**config.mk**
```make
export PLATFORM = sky130hd
export DESIGN_NAME = div_issue_ctrl
export DESIGN_NICKNAME = d
export VERILOG_FILES = /design/src/rtl/div_pkg.sv /design/src/rtl/div_op_fifo.sv /design/src/rtl/div_issue_ctrl.sv
export SDC_FILE = /design/constraint.sdc
export NUM_CORES = 1
export LEC_CHECK = 0
export BUFFER_PORTS_ARGS = -buffer_cell sky130_fd_sc_hd__buf_2
export CORE_MARGIN = 3
export CORE_UTILIZATION = 60
export DETAILED_ROUTE_END_ITERATION = 10
export GPL_TIMING_DRIVEN = 0
export PLACE_DENSITY = 0.89
export SLEW_MARGIN = 0
export SYNTH_ARGS = -nofsm -noshare
export SYNTH_HDL_FRONTEND = slang
export SYNTH_HIERARCHICAL = 1
export SYNTH_SLANG_ARGS = --single-unit
```
**constraint.sdc**
```tcl
create_clock -name clk -period 3.8 [get_ports clk]
set_input_delay 0.95 -clock clk [delete_from_list [all_inputs] [get_ports clk]]
set_output_delay 0.95 -clock clk [all_outputs]
set_load 0.02 [all_outputs]
```
**src/rtl/div_pkg.sv**
```systemverilog
// Shared types for the divider issue controller: FSM states, result record and default width.
package div_pkg;

    localparam int DIV_DATA_W = 8;

    typedef enum logic [1:0] {
        IDLE      = 2'd0,
        LAUNCH    = 2'd1,
        WAIT_BUSY = 2'd2,
        WAIT_DONE = 2'd3
    } div_state_e;

    typedef struct packed {
        logic [DIV_DATA_W-1:0] q;
        logic [DIV_DATA_W-1:0] r;
        logic                  err;
    } div_result_t;

endpackage

```
**src/rtl/div_op_fifo.sv**
```systemverilog
// Request FIFO holding {dividend,divisor} pairs; full/empty/level derived from an occupancy counter.
module div_op_fifo
    import div_pkg::*;
#(
    parameter int WIDTH = 2 * DIV_DATA_W,
    parameter int DEPTH = 4
) (
    input  logic                       clk,
    input  logic                       rst,
    input  logic                       push,
    input  logic                       pop,
    input  logic [WIDTH-1:0]           wdata,
    output logic [WIDTH-1:0]           rdata,
    output logic                       full,
    output logic                       empty,
    output logic [$clog2(DEPTH):0]     level
);

    localparam int PTR_W = $clog2(DEPTH);
    localparam int LVL_W = PTR_W + 1;

    logic [WIDTH-1:0] mem_r [DEPTH];
    logic [PTR_W-1:0] wr_ptr_r;
    logic [PTR_W-1:0] rd_ptr_r;
    logic [LVL_W-1:0] level_r;
    logic             full_s;
    logic             empty_s;
    logic             push_ok_s;
    logic             pop_ok_s;

    assign full_s    = (level_r == LVL_W'(DEPTH));
    assign empty_s   = (level_r == {LVL_W{1'b0}});
    assign push_ok_s = push && !full_s;
    assign pop_ok_s  = pop && !empty_s;

    // Storage array write; entries are cleared on reset.
    always_ff @(posedge clk or negedge rst) begin
        if (!rst) begin
            for (int i = 0; i < DEPTH; i++) begin
                mem_r[i] <= {WIDTH{1'b0}};
            end
        end else if (push_ok_s) begin
            mem_r[wr_ptr_r] <= wdata;
        end else begin
            mem_r[wr_ptr_r] <= mem_r[wr_ptr_r];
        end
    end

    // Pointers wrap naturally at DEPTH because DEPTH is a power of two.
    always_ff @(posedge clk or negedge rst) begin
        if (!rst) begin
            wr_ptr_r <= {PTR_W{1'b0}};
            rd_ptr_r <= {PTR_W{1'b0}};
        end else begin
            wr_ptr_r <= push_ok_s ? wr_ptr_r + PTR_W'(1) : wr_ptr_r;
            rd_ptr_r <= pop_ok_s  ? rd_ptr_r + PTR_W'(1) : rd_ptr_r;
        end
    end

    // Occupancy counter; simultaneous push and pop leave it unchanged.
    always_ff @(posedge clk or negedge rst) begin
        if (!rst) begin
            level_r <= {LVL_W{1'b0}};
        end else begin
            case ({push_ok_s, pop_ok_s})
                2'b10:   level_r <= level_r + LVL_W'(1);
                2'b01:   level_r <= level_r - LVL_W'(1);
                default: level_r <= level_r;
            endcase
        end
    end

    assign rdata = mem_r[rd_ptr_r];
    assign full  = full_s;
    assign empty = empty_s;
    assign level = level_r;

endmodule

```
**src/rtl/div_issue_ctrl.sv**
```systemverilog
// Sequencer in front of the iterative divider: queues requests, launches one at a time, holds one result.
// Optional build macro DIV_BYPASS_INVALID_EN answers divide-by-zero and dividend<divisor without the divider.
module div_issue_ctrl
    import div_pkg::*;
#(
    parameter int DATA_W = DIV_DATA_W,
    parameter int DEPTH  = 4
) (
    input  logic                     clk,
    input  logic                     rst,
    input  logic                     in_valid,
    output logic                     in_ready,
    input  logic [DATA_W-1:0]        in_dividend,
    input  logic [DATA_W-1:0]        in_divisor,
    output logic [$clog2(DEPTH):0]   fifo_level,
    output logic                     div_strt,
    output logic [DATA_W-1:0]        div_dividend,
    output logic [DATA_W-1:0]        div_divisor,
    input  logic                     div_idle,
    input  logic [DATA_W-1:0]        div_quotient,
    input  logic [DATA_W-1:0]        div_remainder,
    input  logic                     div_not_valid,
    output logic                     out_valid,
    input  logic                     out_ready,
    output logic [DATA_W-1:0]        out_quotient,
    output logic [DATA_W-1:0]        out_remainder,
    output logic                     out_err
);

    div_state_e              state_r;
    div_state_e              state_nxt_s;
    logic                    fifo_full_s;
    logic                    fifo_empty_s;
    logic [2*DATA_W-1:0]     fifo_rdata_s;
    logic [DATA_W-1:0]       head_dividend_s;
    logic [DATA_W-1:0]       head_divisor_s;
    logic                    slot_free_s;
    logic                    pop_s;
    logic                    load_op_s;
    logic                    capture_s;
    logic                    bypass_s;
    logic                    byp_hit_s;
    logic [DATA_W-1:0]       byp_q_s;
    logic                    byp_err_s;
    logic                    div_strt_r;
    logic [DATA_W-1:0]       div_dividend_r;
    logic [DATA_W-1:0]       div_divisor_r;
    logic                    out_valid_r;
    logic [DATA_W-1:0]       out_quotient_r;
    logic [DATA_W-1:0]       out_remainder_r;
    logic                    out_err_r;

    div_op_fifo #(
        .WIDTH (2 * DATA_W),
        .DEPTH (DEPTH)
    ) u_fifo (
        .clk   (clk),
        .rst   (rst),
        .push  (in_valid),
        .pop   (pop_s),
        .wdata ({in_dividend, in_divisor}),
        .rdata (fifo_rdata_s),
        .full  (fifo_full_s),
        .empty (fifo_empty_s),
        .level (fifo_level)
    );

    assign head_dividend_s = fifo_rdata_s[2*DATA_W-1:DATA_W];
    assign head_divisor_s  = fifo_rdata_s[DATA_W-1:0];
    assign slot_free_s     = !out_valid_r || out_ready;
    assign in_ready        = !fifo_full_s;

`ifdef DIV_BYPASS_INVALID_EN
    // Head entries the divider would reject or answer trivially are resolved locally.
    always_comb begin
        byp_err_s = (head_divisor_s == {DATA_W{1'b0}});
        byp_hit_s = byp_err_s || (head_dividend_s < head_divisor_s);
        byp_q_s   = byp_err_s ? {DATA_W{1'b1}} : {DATA_W{1'b0}};
    end
`else
    // Without the bypass every entry is sent to the divider.
    always_comb begin
        byp_err_s = 1'b0;
        byp_hit_s = 1'b0;
        byp_q_s   = {DATA_W{1'b0}};
    end
`endif

    // Issue FSM next-state and per-cycle control strobes.
    always_comb begin
        state_nxt_s = state_r;
        pop_s       = 1'b0;
        load_op_s   = 1'b0;
        capture_s   = 1'b0;
        bypass_s    = 1'b0;
        case (state_r)
            IDLE: begin
                if (!fifo_empty_s && slot_free_s) begin
                    if (byp_hit_s) begin
                        pop_s    = 1'b1;
                        bypass_s = 1'b1;
                    end else if (div_idle) begin
                        pop_s       = 1'b1;
                        load_op_s   = 1'b1;
                        state_nxt_s = LAUNCH;
                    end else begin
                        state_nxt_s = IDLE;
                    end
                end else begin
                    state_nxt_s = IDLE;
                end
            end
            LAUNCH: begin
                state_nxt_s = WAIT_BUSY;
            end
            WAIT_BUSY: begin
                if (!div_idle) begin
                    state_nxt_s = WAIT_DONE;
                end else begin
                    state_nxt_s = WAIT_BUSY;
                end
            end
            WAIT_DONE: begin
                // The slot was confirmed free at launch, so capture never overwrites a held result.
                if (div_idle) begin
                    capture_s   = 1'b1;
                    state_nxt_s = IDLE;
                end else begin
                    state_nxt_s = WAIT_DONE;
                end
            end
            default: begin
                state_nxt_s = IDLE;
            end
        endcase
    end

    // FSM state register and the start pulse, which is high exactly while in LAUNCH.
    always_ff @(posedge clk or negedge rst) begin
        if (!rst) begin
            state_r    <= IDLE;
            div_strt_r <= 1'b0;
        end else begin
            state_r    <= state_nxt_s;
            div_strt_r <= (state_nxt_s == LAUNCH);
        end
    end

    // Operand registers stay put from one pop to the next.
    always_ff @(posedge clk or negedge rst) begin
        if (!rst) begin
            div_dividend_r <= {DATA_W{1'b0}};
            div_divisor_r  <= {DATA_W{1'b0}};
        end else if (load_op_s) begin
            div_dividend_r <= head_dividend_s;
            div_divisor_r  <= head_divisor_s;
        end else begin
            div_dividend_r <= div_dividend_r;
            div_divisor_r  <= div_divisor_r;
        end
    end

    // One-entry result register; data holds after a drain, only out_valid drops.
    always_ff @(posedge clk or negedge rst) begin
        if (!rst) begin
            out_valid_r     <= 1'b0;
            out_quotient_r  <= {DATA_W{1'b0}};
            out_remainder_r <= {DATA_W{1'b0}};
            out_err_r       <= 1'b0;
        end else if (capture_s) begin
            out_valid_r     <= 1'b1;
            out_quotient_r  <= div_quotient;
            out_remainder_r <= div_remainder;
            out_err_r       <= div_not_valid;
        end else if (bypass_s) begin
            out_valid_r     <= 1'b1;
            out_quotient_r  <= byp_q_s;
            out_remainder_r <= head_dividend_s;
            out_err_r       <= byp_err_s;
        end else if (out_valid_r && out_ready) begin
            out_valid_r     <= 1'b0;
        end else begin
            out_valid_r     <= out_valid_r;
        end
    end

    assign div_strt      = div_strt_r;
    assign div_dividend  = div_dividend_r;
    assign div_divisor   = div_divisor_r;
    assign out_valid     = out_valid_r;
    assign out_quotient  = out_quotient_r;
    assign out_remainder = out_remainder_r;
    assign out_err       = out_err_r;

endmodule

```
# Word-level counts from Yosys, hierarchy flattened
# Cells that the tools add are included.
dict set report classes {
  addsub 4
  n_eq_ne 7
  mux 26
  n_reduce_logical 13
  bitwise_logic 2
  order_cmp 3
}
# operator count
set op_table {}
lappend op_table {{$bwmux W64} 2}
lappend op_table {{$mux W16} 5}
lappend op_table {{$bmux W16 S2} 2}
lappend op_table {{$mux W64} 1}
lappend op_table {{$demux W16 S2} 1}
lappend op_table {{$mux W8} 2}
lappend op_table {{$mux W1} 9}
lappend op_table {{$pmux W2 S4} 1}
lappend op_table {{$eq A2 B1 Y1 const B} 3}
lappend op_table {{$eq A2 B2 Y1 const B} 3}
lappend op_table {{$ge A3 B3 Y1 const B} 2}
lappend op_table {{$not A2 Y3} 2}
lappend op_table {{$pmux W3 S2} 1}
lappend op_table {{$logic_and A1 B1 Y1} 5}
lappend op_table {{$add A2 B1 Y2 const B} 2}
lappend op_table {{$mux W2} 2}
lappend op_table {{$reduce_bool A2 Y1} 2}
lappend op_table {{$add A3 B1 Y3 const B} 1}
lappend op_table {{$eq A3 B3 Y1 const B} 1}
lappend op_table {{$logic_not A1 Y1} 3}
lappend op_table {{$logic_not A3 Y1} 1}
lappend op_table {{$lt A3 B1 Y1 const B} 1}
lappend op_table {{$sub A3 B1 Y3 const B} 1}
lappend op_table {{$logic_not A2 Y1} 1}
lappend op_table {{$logic_or A1 B1 Y1} 1}
dict set report word_totals {
  out_inout_bits 39
  inputBits 38
  wordCells 70
  regBits 108
}

# Depth between registers and ports, before layout
# Gate-level depths: netlist (run 1).
dict set report logic_depth {
  word_depth 8
  ltp_mapped 12
  ltp_nobuf 10
}

# Hierarchy
# The synthesis (run 1) kept the hierarchy.
# module cells_per_inst area_each_um2 n_inst seq_area_each_um2
set by_module_without_submodules {}
lappend by_module_without_submodules {div_op_fifo 316 3709.8 1 1776.7}
lappend by_module_without_submodules {div_issue_ctrl 84 1427.6 1 925.9}

# Worst setup path after synthesis (run 1)
# No wires, ideal clock.
dict set report synth_timing {
  path_type {input to register}
  start {input port out_ready}
  end {register u_fifo.level_r[2] (netlist: u_fifo/level[2])}
  t_required_ns 3.720
  stages 12
  n_path_buf 2
  arrival_time_ns 2.644
  setup_ns 0.080
  slack_ns 1.077
  path_cell_list {nand2b_1 > nand4b_1 > buf_6 > buf_12 > inv_1 > o31a_1 > ha_1 > inv_1 > fa_1 > xor2_1 > nor2_1 > xor2_1}
}
dict set report synth_between {
  elab_chain_cells 7
  word_cells_on_any_way 9
  classes_between {2 x eq/ne; 3 x mux; 4 x reduce/logical}
}
# item line_no
set synth_lines {}
lappend synth_lines {{start, declared} div_issue_ctrl.sv:24} ;# input logic out_ready,
lappend synth_lines {{$logic_or A1 B1 Y1 *} div_issue_ctrl.sv:70} ;# assign slot_free_s = !out_valid_r || out_ready;
lappend synth_lines {{$logic_and A1 B1 Y1 *} div_issue_ctrl.sv:98} ;# if (!fifo_empty_s && slot_free_s) begin
lappend synth_lines {{$mux W1 * (2 in a row)} n/a}
lappend synth_lines {{named net load_op_s} div_issue_ctrl.sv:39} ;# logic load_op_s;
lappend synth_lines {{$logic_and A1 B1 Y1 *} div_op_fifo.sv:34} ;# assign pop_ok_s = pop && !empty_s;
lappend synth_lines {{named net u_fifo.pop_ok_s} div_op_fifo.sv:29} ;# logic pop_ok_s;
lappend synth_lines {{$eq A2 B1 Y1 or $eq A2 B2 Y1 (tied branches)} div_op_fifo.sv:65} ;# case ({push_ok_s, pop_ok_s})
lappend synth_lines {{$pmux W3 S2 or $reduce_bool A2 Y1 (tied branches)} n/a}
lappend synth_lines {{end signal, assigned} div_op_fifo.sv:66} ;# 2'b10: level_r <= level_r + LVL_W'(1);
lappend synth_lines {{end signal, assigned} div_op_fifo.sv:67} ;# 2'b01: level_r <= level_r - LVL_W'(1);
lappend synth_lines {{end signal, assigned} div_op_fifo.sv:68} ;# default: level_r <= level_r;
lappend synth_lines {{end, declared} div_op_fifo.sv:25} ;# logic [LVL_W-1:0] level_r;
# Mark *: on every way through the listed nets, which the timed path passes. The rest lies on a longest branch.
# A chain may end at the register's enable or synchronous reset.

# Worst setup path after layout (run 1)
dict set report layout_timing {
  start {register u_fifo.level_r[0] (netlist: u_fifo/level[0])}
  end {output port in_ready}
}
dict set report layout_between {
  elab_chain_cells 2
}
# item line_no
set layout_lines {}
lappend layout_lines {{start signal, assigned} div_op_fifo.sv:63} ;# level_r <= {LVL_W{1'b0}};
lappend layout_lines {{start signal, assigned} div_op_fifo.sv:66}
lappend layout_lines {{start signal, assigned} div_op_fifo.sv:67}
lappend layout_lines {{$eq A3 B3 Y1} div_op_fifo.sv:31} ;# assign full_s = (level_r == LVL_W'(DEPTH));
lappend layout_lines {{named net fifo_full_s} div_issue_ctrl.sv:32} ;# logic fifo_full_s;
lappend layout_lines {{$logic_not A1 Y1} div_issue_ctrl.sv:71} ;# assign in_ready = !fifo_full_s;
lappend layout_lines {{end, declared} div_issue_ctrl.sv:12} ;# output logic in_ready,
# The timed path passes the listed nets, and every way through them passes these cells.

==> results of run 1 <==
==> where the power goes <==
part           switching [uW]  leakage [uW]  internal, uW  total, uW
Clock                     397      0.000108           330        728
Sequential                393       0.00120          1720       2110
Combinational            1700       0.00120          1340       3040
==> cells in the mapped netlist, drive strengths merged <==
master | count | share of area [%]
buf | 14 | 2.6
nor3 | 1 | 0.097
clkinv | 1 | 0.32
fa | 1 | 0.39
nand2 | 3 | 0.22
nand4b | 1 | 0.17
inv | 10 | 0.73
xor2 | 3 | 0.51
and2b | 1 | 0.17
dfrtp | 108 | 53
a31oi | 64 | 7.8
mux2 | 34 | 8.0
ha | 5 | 1.2
clkbuf | 15 | 1.1
nand3 | 17 | 1.8
nand2b | 1 | 0.12
mux2i | 1 | 0.19
xnor2 | 3 | 0.51
nor2 | 66 | 4.8
o21ai | 17 | 2.3
or3b | 1 | 0.17
o31a | 1 | 0.17
mux4 | 32 | 14
==> final cells by class <==
cell class,count,share of cell area (%)
Inverter,11,0.915
Sequential cell,108,45.9
Multi-Input combinational cell,252,37.2
Tap cell,105,2.23
Clock inverter,6,1.19
Timing Repair Buffer,76,6.89
Buffer,29,3.25
Clock buffer,10,2.34
==> layer usage <==
metal	vias up	GRT usage (%)	wire length (um)
li1	1663	-	-
met1	1959	34.9	4600
met2	310	47.2	6720
met3	58	4.67	1400
met4	0	17.4	592
met5	-	0	0
==> through the flow <==
stage / instance area, um^2 / power, uW
6_report: 5880 / 5880
5_1_grt: 5880 / 6180
4_1_cts: 5880 / 5840
3_5_place_dp: 5670 / 5100
3_3_place_gp: 5640 / 4860
2_1_floorplan: 5140 / 4200
==> worst max path at each step <==
stage	slack (ns)	endpoint
after floorplan	1.08	u_fifo/level[2]
after global placement	0.70	u_fifo/mem_r[18]
after detailed placement	0.80	u_fifo/level[2]
after CTS	1.06	in_ready
after global routing	1.0	in_ready
final	1.07	in_ready
==> sequential cells by signal, summed over array words and instances (netlist names) <==
register	flops
u_fifo/mem_r	64
div_dividend	8
div_divisor	8
out_quotient	8
out_remainder	8
u_fifo/level	3
state_r	2
u_fifo/rd_ptr_r	2
u_fifo/wr_ptr_r	2
div_strt	1
out_err	1
out_valid	1
==> worst register-to-register path, stage by stage (launching register included) <==
cell	delay [ns]
dfrtp_1	0.45
nor3_1	0.09
nand4b_1	0.19
buf_6	0.18
buf_12	0.16
inv_1	0.06
o31a_1	0.19
ha_1	0.21
inv_1	0.06
fa_1	0.37
xor2_1	0.15
nor2_1	0.12
xor2_1	0.14
==> cells by family (layout without fill, tap and decap cells) <==
logic type / count (synthesis) / count (layout) / synth area share (%)
flops: 108 / 108 / 52.6
simple gates: 91 / 91 / 7.53
compound gates: 82 / 82 / 10.3
mux: 67 / 67 / 22.2
buf+inv: 40 / 132 / 4.77
fa+ha+maj: 6 / 6 / 1.61
xor+xnor: 6 / 6 / 1.02
==> impl_metrics.sql, run 1 <==
INSERT INTO impl_metrics (metric_group, metric, value, unit) VALUES
('floorplanning', 'floorplan.die_area', '0.00971', 'mm^2'),
('finish', 'num-nets-final', '531', ''),
('timing', 'max-slew-margin-rel', '49.0', '%'),
('setup_path', 'critical_path_cell_count', '6', ''),
('setup_path', 'r2r_setup_slack', '1.37', 'ns'),
('cts', 'clk_tree_root_cell', 'clkbuf_8', ''),
('placement', 'gpl.final_weighted_congestion', '0.806', ''),
('synth', 'number_of_synthesized_register_bits', '108', ''),
('cts', 'cts_inserted_buffers', '9', ''),
('setup_path', 'critPathLaunchType', 'flop', ''),
('drt', 'total_via_count_in_the_routed_design', '3990', ''),
('synth', 'synth_warnings', '6', ''),
('drt', 'ant_nets', '0', ''),
('cts', 'ctsHtreeMaxLevel', '3', ''),
('cts', 'path_clk_slew', '0.10', 'ns'),
('drt', 'postRouteWirelength', '13300', 'um'),
('finish', 'final_core_utilization', '71.2', '%'),
('setup_path', 'critPathMaxStageDelay', '0.45', 'ns'),
('drt', 'route.detailed.wl_per_inst', '22.3', 'um'),
('finish', 'mostFrequentLayoutCell', 'dfrtp_1', ''),
('cts', 'ctsHoldBuffers', '0', ''),
('hold_path', 'number_of_cells_on_the_worst_hold_path', '1', ''),
('synth', 'yosysUniqueCellTypes', '31', ''),
('status', 'status', 'finished, final reports clean', ''),
('finish', 'combined_area_of_the_multi_input_logic_cells', '0.00219', 'mm^2'),
('timing', 'finalHoldViolations', '0', ''),
('floorplanning', 'num_rows', '33', ''),
('finish', 'n_fill_cell', '545', ''),
('setup_path', 'timing.critical_path.slowest_stage_cell', 'dfrtp_1', ''),
('setup_path', 'critPathLaunch', 'u_fifo/level[0]', ''),
('drt', 'post-route-drc-count', '0', ''),
('timing', 'tns', '0', 'ns'),
('timing', 'setup_viol', '0', ''),
('setup_path', 'reg2regPathDepth', '12', ''),
('drt', 'drtIter0Drc', '502', ''),
('finish', 'regArea', '0.00270', 'mm^2'),
('floorplanning', 'core', '0.00826', 'mm^2'),
('finish', 'syn2layout_area_growth', '14.5', '%'),
('cts', 'cts_resized', '0', ''),
('timing', 'final.setup.worst_slack', '1.07', 'ns'),
('timing', 'rsz0062_at_grt', 'no', ''),
('placement', 'portBuffers', '75', ''),
('pwr', 'worst_ir_drop_vdd', '373', 'uV'),
('timing', 'fin_hold_ws', '0.510', 'ns'),
('hold_path', 'hold_start', 'out_err', ''),
('drt', 'avgViaCountPerCell', '6.68', ''),
('cts', 'tritoncts', 'done', ''),
('global_routing', 'grt.total_usage', '28.4', '%'),
('setup_path', 'cp.required', '2.85', 'ns'),
('synth', 'syn-cell-area', '0.00514', 'mm^2'),
('timing', 'fmax', '366', 'MHz'),
('setup_path', 'cp_num_buf_inv', '5', ''),
('finish', 'drive_gt1_share', '37.6', '%'),
('floorplanning', 'die-height', '98.5', 'um'),
('floorplanning', 'start_util', '62.2', '%'),
('global_routing', 'grt_pass1_vias', '4257', ''),
('placement', 'place_ws', '0.803', 'ns'),
('synth', 'postSynthAreaPerCell', '12.8', 'um^2'),
('synth', 'seq_area_frac_synth', '52.6', '%'),
('setup_path', 'critical_path.cell_chain', 'or3b_1 > buf_6 > clkinv_8 > buf_12 > inv_1 > buf_2', ''),
('placement', 'dpl.cell_count', '581', ''),
('global_routing', 'grt_overflow_total', '0', ''),
('setup_path', 'crit_fanout', '10', ''),
('synth', 'synth_instances', '400', ''),
('pwr', 'power_density', '999', 'mW/mm^2'),
('cts', 'post_cts_buffers', '0', ''),
('timing', 'skew', '0.00952', 'ns'),
('hold_path', 'timing.hold.worst.class', 'flop to flop', ''),
('cts', 'clock_path_buffers', '2', ''),
('finish', 'layout_common_cells', 'dfrtp_1, buf_2, nor2_1, a31oi_1, mux4_2', ''),
('cts', 'worstSkewPairLatency', '0.37', 'ns');
Power figures use the tool's default switching activity.
==> run 2, diff against run 1 <==
--- a/config.mk
+++ b/config.mk
@@ -7,10 +7,10 @@
 export LEC_CHECK = 0
 export BUFFER_PORTS_ARGS = -buffer_cell sky130_fd_sc_hd__buf_2
 export CORE_MARGIN = 3
-export CORE_UTILIZATION = 60
+export CORE_UTILIZATION = 57
 export DETAILED_ROUTE_END_ITERATION = 10
 export GPL_TIMING_DRIVEN = 0
-export PLACE_DENSITY = 0.89
+export PLACE_DENSITY = 0.86
 export SLEW_MARGIN = 0
 export SYNTH_ARGS = -nofsm -noshare
 export SYNTH_HDL_FRONTEND = slang
==> constraint.sdc (replaced) <==
create_clock -name clk -period 2.75 [get_ports clk]
set_input_delay 0.6875 -clock clk [delete_from_list [all_inputs] [get_ports clk]]
set_output_delay 0.6875 -clock clk [all_outputs]
set_load 0.02 [all_outputs]
==> run 2 against run 1 <==
  * Combinational power up 36%
  * Highest routed layer unchanged
  * Die area up 4.9%
  * Total power up 39%
  * Clock skew down 0.0022 ns
==> impl_metrics.sql, run 2 (synthesis gave the netlist of run 1 again) <==
INSERT INTO impl_metrics (metric_group, metric, value, unit) VALUES
('status', 'status', 'finished, final reports clean', ''),
('cts', 'clk_tree_root_cell', 'clkbuf_8', ''),
('cts', 'cts_resized', '0', ''),
('cts', 'clock_path_buffers', '2', ''),
('placement', 'place.detailed.hpwl', '8650', 'um'),
('cts', 'ctsHoldBuffers', '0', ''),
('drt', 'drtIter0Drc', '456', ''),
('drt', 'total_via_count_in_the_routed_design', '3861', ''),
('global_routing', 'antenna_found_initial', '0', ''),
('global_routing', 'grt_overflow_total', '0', ''),
('drt', 'ant_nets', '0', ''),
('pwr', 'power_density', '1380', 'mW/mm^2'),
('finish', 'num-nets-final', '531', ''),
('floorplanning', 'die_w', '101', 'um'),
('pwr', 'total_leakage_power', '0.00253', 'uW'),
('cts', 'tritoncts', 'done', ''),
('drt', 'avgViaCountPerCell', '6.44', ''),
('drt', 'drtPass1Iterations', '5', ''),
('timing', 'finalHoldViolations', '0', ''),
('timing', 'final.setup.worst_slack', '0.202', 'ns'),
('cts', 'path_clk_slew', '0.10', 'ns'),
('drt', 'postRouteWirelength', '12600', 'um'),
('setup_path', 'crit_fanout', '10', ''),
('setup_path', 'wp_data_arrival', '2.84', 'ns'),
('finish', 'drive_gt1_share', '37.6', '%'),
('finish', 'regMostFlops', 'u_fifo/mem_r', ''),
('global_routing', 'grt_first_pass_wirelength', '20700', 'um'),
('drt', 'route.detailed.wl_per_inst', '20.9', 'um'),
('setup_path', 'worstSetupEndpointType', 'flop', ''),
('finish', 'largest_register_ff_count', '64', ''),
('timing', 'max-slew-margin-rel', '52.7', '%'),
('global_routing', 'grt_pass1_vias', '4059', ''),
('pwr', 'worst_ir_drop_vdd', '527', 'uV'),
('placement', 'place_ws', '-0.0191', 'ns'),
('placement', 'portBuffers', '75', ''),
('setup_path', 'critical_path.cell_chain', 'nor3_1 > nand4b_1 > buf_6 > buf_12 > inv_1 > o31a_1 > ha_1 > inv_1 > fa_1 > xor2_1 > nor2_1 > xor2_1', ''),
('timing', 'max_slew.worst_pin.slew', '0.709', 'ns'),
('cts', 'cts_inserted_buffers', '9', ''),
('job', 'max_cap_viol_count', '0', ''),
('cts', 'tritoncts_num_sinks', '108', ''),
('floorplanning', 'boundaryPins', '77', ''),
('floorplanning', 'floorplan.die_area', '0.0102', 'mm^2'),
('timing', 'setup_viol', '0', ''),
('timing', 'post-route-period-util', '92.7', '%'),
('cts', 'ctsHtreeMaxLevel', '3', ''),
('setup_path', 'critPathMaxStageDelay', '0.46', 'ns'),
('timing', 'rsz0062_at_grt', 'no', ''),
('floorplanning', 'start_util', '58.9', '%'),
('setup_path', 'critPathLaunchType', 'flop', ''),
('finish', 'finalNonFillerCells', '600', ''),
('setup_path', 'path_class', 'flop to flop', ''),
('timing', 'min_period', '2.55', 'ns'),
('placement', 'dpl.cell_count', '584', ''),
('global_routing', 'grt_max_degree', '75', ''),
('placement', 'gpl.final_weighted_congestion', '0.857', ''),
('finish', 'insertedDiodeCount', '0', ''),
('finish', 'syn2layout_area_growth', '15.4', '%'),
('finish', 'mostFrequentLayoutCell', 'dfrtp_1', ''),
('finish', 'layout_common_cells', 'dfrtp_1, buf_2, nor2_1, a31oi_1, mux4_2', ''),
('global_routing', 'grt.total_usage', '26.4', '%'),
('floorplanning', 'core', '0.00872', 'mm^2'),
('setup_path', 'cp.required', '3.04', 'ns'),
('timing', 'fmax', '392', 'MHz'),
('drt', 'post-route-drc-count', '0', ''),
('cts', 'worstSkewPairLatency', '0.36', 'ns'),
('timing', 'slew_violations', '0', ''),
('setup_path', 'timing.critical_path.slowest_stage_cell', 'dfrtp_1', ''),
('floorplanning', 'num_rows', '34', ''),
('floorplanning', 'die-height', '101', 'um'),
('timing', 'skew', '0.00728', 'ns'),
('cts', 'post_cts_buffers', '0', ''),
('hold_path', 'timing.hold.worst.class', 'input port to async pin', '');
==> run 2: changes by cell type in the layout (fill, tap and decap cells not counted), sizes merged <==
cell,delta
clkinvlp,+1
inv,-3
bufinv,+2
==> run 2: worst paths after layout <==
path	depth (start not counted)	slack (ns)	start	endpoint
max in group asynchronous	2	1.76	rst	u_fifo/mem_r[26]
min in group clk	1	0.51	out_remainder[7]	out_remainder[7]
max reg2reg	12	0.20	u_fifo/level[0]	u_fifo/level[2]
max	12	0.20	u_fifo/level[0]	u_fifo/level[2]
min	1	0.27	rst	out_remainder[7]
min reg2reg	1	0.51	out_remainder[7]	out_remainder[7]
==> run 2: per-stage QoR <==
stage	hold slack [ns]	setup TNS, ns	area (um^2)	util, %	power, uW
3_5_place_dp	0.487	-0.0191	5680	65.1	7000
3_3_place_gp	0.481	-10.83	5650	64.8	6750
5_1_grt	0.288	0	5930	68.0	8670
4_1_cts	0.277	0	5930	68.0	8160
6_report	0.275	0	5930	68.0	8180
2_1_floorplan	0.392	0	5140	-	5800
==> run 2: layout make-up <==
| type | instances | area (um^2) |
|---|---|---|
| fillers | 577 | 2790 |
| flip-flops and latches | 108 | 2700 |
| multi-input cells | 252 | 2190 |
| repair buffers | 76 | 405 |
| plain buffers | 29 | 191 |
| clock buffers | 10 | 138 |
| well taps | 108 | 135 |
| clock inverters | 6 | 111 |
| inverters | 11 | 53.8 |
==> run 2: critical path: cells and delay by family, from the launching register on <==
kind,cells,cell delay (ns)
AO/OA/AOI/OAI,1,0.20
XOR/XNOR,2,0.32
adder cells (fa/ha/maj),2,0.63
buffers and inverters,4,0.48
flip-flops,1,0.46
AND/OR/NAND/NOR,3,0.41
==> run 2: report_power, final <==
group          total [uW]  internal, uW  switching, uW
sequential           2900          2380            524
clock                1150           630            519
combinational        4130          1850           2280
==> run 2: metal layers <==
metal / vias to the layer above / GRT usage (%) / wire length (um)
li1: 1652 / - / -
met5: - / 0 / 0
met3: 39 / 4.84 / 1180
met2: 248 / 43.4 / 6200
met1: 1922 / 34.9 / 4760
met4: 0 / 11.1 / 414
==> run 3, diff against run 2 <==
--- a/config.mk
+++ b/config.mk
@@ -7,10 +7,10 @@
 export LEC_CHECK = 0
 export BUFFER_PORTS_ARGS = -buffer_cell sky130_fd_sc_hd__buf_2
 export CORE_MARGIN = 3
-export CORE_UTILIZATION = 57
+export CORE_UTILIZATION = 47
 export DETAILED_ROUTE_END_ITERATION = 10
 export GPL_TIMING_DRIVEN = 0
-export PLACE_DENSITY = 0.86
+export PLACE_DENSITY = 0.74
 export SLEW_MARGIN = 0
 export SYNTH_ARGS = -nofsm -noshare
 export SYNTH_HDL_FRONTEND = slang
==> run 3 against run 2 <==
  * Count of clock-buffer cells in the layout grew 2
  * Clock power decreased by 14%
  * Routed wire length is 4.6% higher
  * Sequential share of layout area increased by 0.096 points
  * Total power down 1.9%
  * Sequential cell count did not move
  * Worst setup slack better by 0.073 ns
  * Sequential power about the same
==> impl_metrics.sql, run 3 (synthesis gave the netlist of run 1 again) <==
INSERT INTO impl_metrics (metric_group, metric, value, unit) VALUES
('placement', 'gpl.final_weighted_congestion', '0.802', ''),
('timing', 'fmax', '404', 'MHz'),
('setup_path', 'critPathLaunchType', 'flop', ''),
('placement', 'place_ws', '-0.00874', 'ns'),
('cts', 'tritoncts', 'done', ''),
('finish', 'n_fill_cell', '895', ''),
('finish', 'syn2layout_area_growth', '15.1', '%'),
('floorplanning', 'floorplan.die_area', '0.0122', 'mm^2'),
('setup_path', 'wp_data_arrival', '1.79', 'ns'),
('drt', 'ant_nets', '0', ''),
('floorplanning', 'num_rows', '37', ''),
('cts', 'worstSkewPairLatency', '0.37', 'ns'),
('hold_path', 'timing.hold.worst.class', 'input port to async pin', ''),
('placement', 'place.detailed.hpwl', '8810', 'um'),
('cts', 'clk_tree_root_cell', 'clkbuf_8', ''),
('floorplanning', 'die-height', '111', 'um'),
('finish', 'layout_common_cells', 'dfrtp_1, buf_2, nor2_1, a31oi_1, mux4_2', ''),
('finish', 'mostFrequentLayoutCell', 'dfrtp_1', ''),
('timing', 'fin_hold_ws', '0.343', 'ns'),
('timing', 'skew', '0.0113', 'ns'),
('finish', 'drive_gt1_share', '37.3', '%'),
('drt', 'total_via_count_in_the_routed_design', '3772', ''),
('pwr', 'worst_ir_drop_vdd', '476', 'uV'),
('global_routing', 'grt.total_usage', '22.4', '%'),
('timing', 'final.setup.worst_slack', '0.275', 'ns'),
('timing', 'setup_viol', '0', ''),
('cts', 'post_cts_buffers', '0', ''),
('finish', 'regMostFlops', 'u_fifo/mem_r', ''),
('cts', 'cts_resized', '0', ''),
('cts', 'ctsHtreeMaxLevel', '3', ''),
('setup_path', 'cp.required', '2.06', 'ns'),
('timing', 'slew_violations', '0', ''),
('setup_path', 'reg2regPathDepth', '12', ''),
('global_routing', 'grt_pass1_vias', '4086', ''),
('timing', 'finalHoldViolations', '0', ''),
('drt', 'post-route-drc-count', '0', ''),
('timing', 'max_slew.worst_pin.slew', '0.769', 'ns'),
('timing', 'max-slew-margin-rel', '48.7', '%'),
('global_routing', 'antenna_found_initial', '0', ''),
('timing', 'rsz0062_at_grt', 'no', ''),
('job', 'max_cap_viol_count', '0', ''),
('timing', 'tns', '0', 'ns'),
('drt', 'postRouteWirelength', '13100', 'um'),
('floorplanning', 'boundaryPins', '77', ''),
('cts', 'clock_path_buffers', '2', ''),
('cts', 'cts_inserted_buffers', '9', ''),
('floorplanning', 'core', '0.0105', 'mm^2'),
('timing', 'min_period', '2.48', 'ns'),
('finish', 'insertedDiodeCount', '0', ''),
('global_routing', 'grt_overflow_total', '0', ''),
('placement', 'portBuffers', '75', ''),
('drt', 'avgViaCountPerCell', '6.02', ''),
('setup_path', 'crit_fanout', '10', ''),
('pwr', 'power_density', '1360', 'mW/mm^2'),
('drt', 'drtIter0Drc', '398', ''),
('finish', 'largest_register_ff_count', '64', ''),
('floorplanning', 'die_w', '111', 'um'),
('drt', 'route.detailed.wl_per_inst', '21.0', 'um'),
('timing', 'post-route-period-util', '90.0', '%'),
('floorplanning', 'start_util', '49.1', '%'),
('finish', 'final_core_utilization', '56.5', '%'),
('setup_path', 'path_class', 'flop to output pin', ''),
('cts', 'path_clk_slew', '0.09', 'ns'),
('drt', 'drtPass1Iterations', '5', ''),
('pwr', 'total_leakage_power', '0.00251', 'uW'),
('status', 'status', 'finished, final reports clean', ''),
('cts', 'tritoncts_num_sinks', '108', ''),
('setup_path', 'worstSetupEndpointType', 'output pin', ''),
('global_routing', 'grt_first_pass_wirelength', '21500', 'um'),
('global_routing', 'grt_max_degree', '57', ''),
('finish', 'num-nets-final', '531', ''),
('cts', 'ctsHoldBuffers', '0', '');
run 3: critical path, cell delays in order (launching register included):
cell      delay (ns)
dfrtp_1         0.44
or3b_1          0.39
buf_6           0.17
clkinv_8        0.07
buf_12          0.14
inv_1           0.04
buf_2           0.15
run 3: layer usage:
metal	GRT usage, %	vias to the layer above	routed length [um]	share of wire (%)
met3	4.27	20	1180	9.0
li1	-	1664	-	-
met4	10.9	0	261	2.0
met5	0	-	0	0
met2	36.4	204	6580	50
met1	29.0	1884	5110	39
run 3: final timing paths:
path | startpoint | end | slack (ns)
min | rst | out_remainder[5] | 0.34
max reg2reg | u_fifo/level[0] | u_fifo/level[2] | 0.28
min in group clk | div_divisor[4] | div_divisor[4] | 0.50
max in group asynchronous | rst | u_fifo/mem_r[57] | 1.71
max | u_fifo/level[0] | in_ready | 0.27
min reg2reg | div_divisor[4] | div_divisor[4] | 0.50
run 3: report_power, final:
| part | switching, uW | internal, uW | total, uW |
|---|---|---|---|
| combinational | 2300 | 1850 | 4150 |
| clock | 517 | 468 | 986 |
| sequential | 515 | 2380 | 2890 |
| total | 3330 | 4700 | 8030 |
run 3: cell type report:
cell class | count | area (um^2) | share of cell area [%]
Buffer | 29 | 191 | 3.24
Inverter | 11 | 53.8 | 0.910
Tap cell | 136 | 170 | 2.88
Multi-Input combinational cell | 252 | 2190 | 37.0
Clock inverter | 3 | 46.3 | 0.783
Timing Repair Buffer | 76 | 405 | 6.85
Clock buffer | 12 | 155 | 2.62
Sequential cell | 108 | 2700 | 45.7
run 3: per-stage QoR:
step | total power [uW] | cell area (um^2) | cells
after floorplan | 5800 | 5140 | 400
after global placement | 6810 | 5680 | 611
after detailed placement | 7050 | 5710 | 612
after CTS | 8050 | 5910 | 627
after global routing | 8520 | 5910 | 627
final | 8030 | 5910 | 627
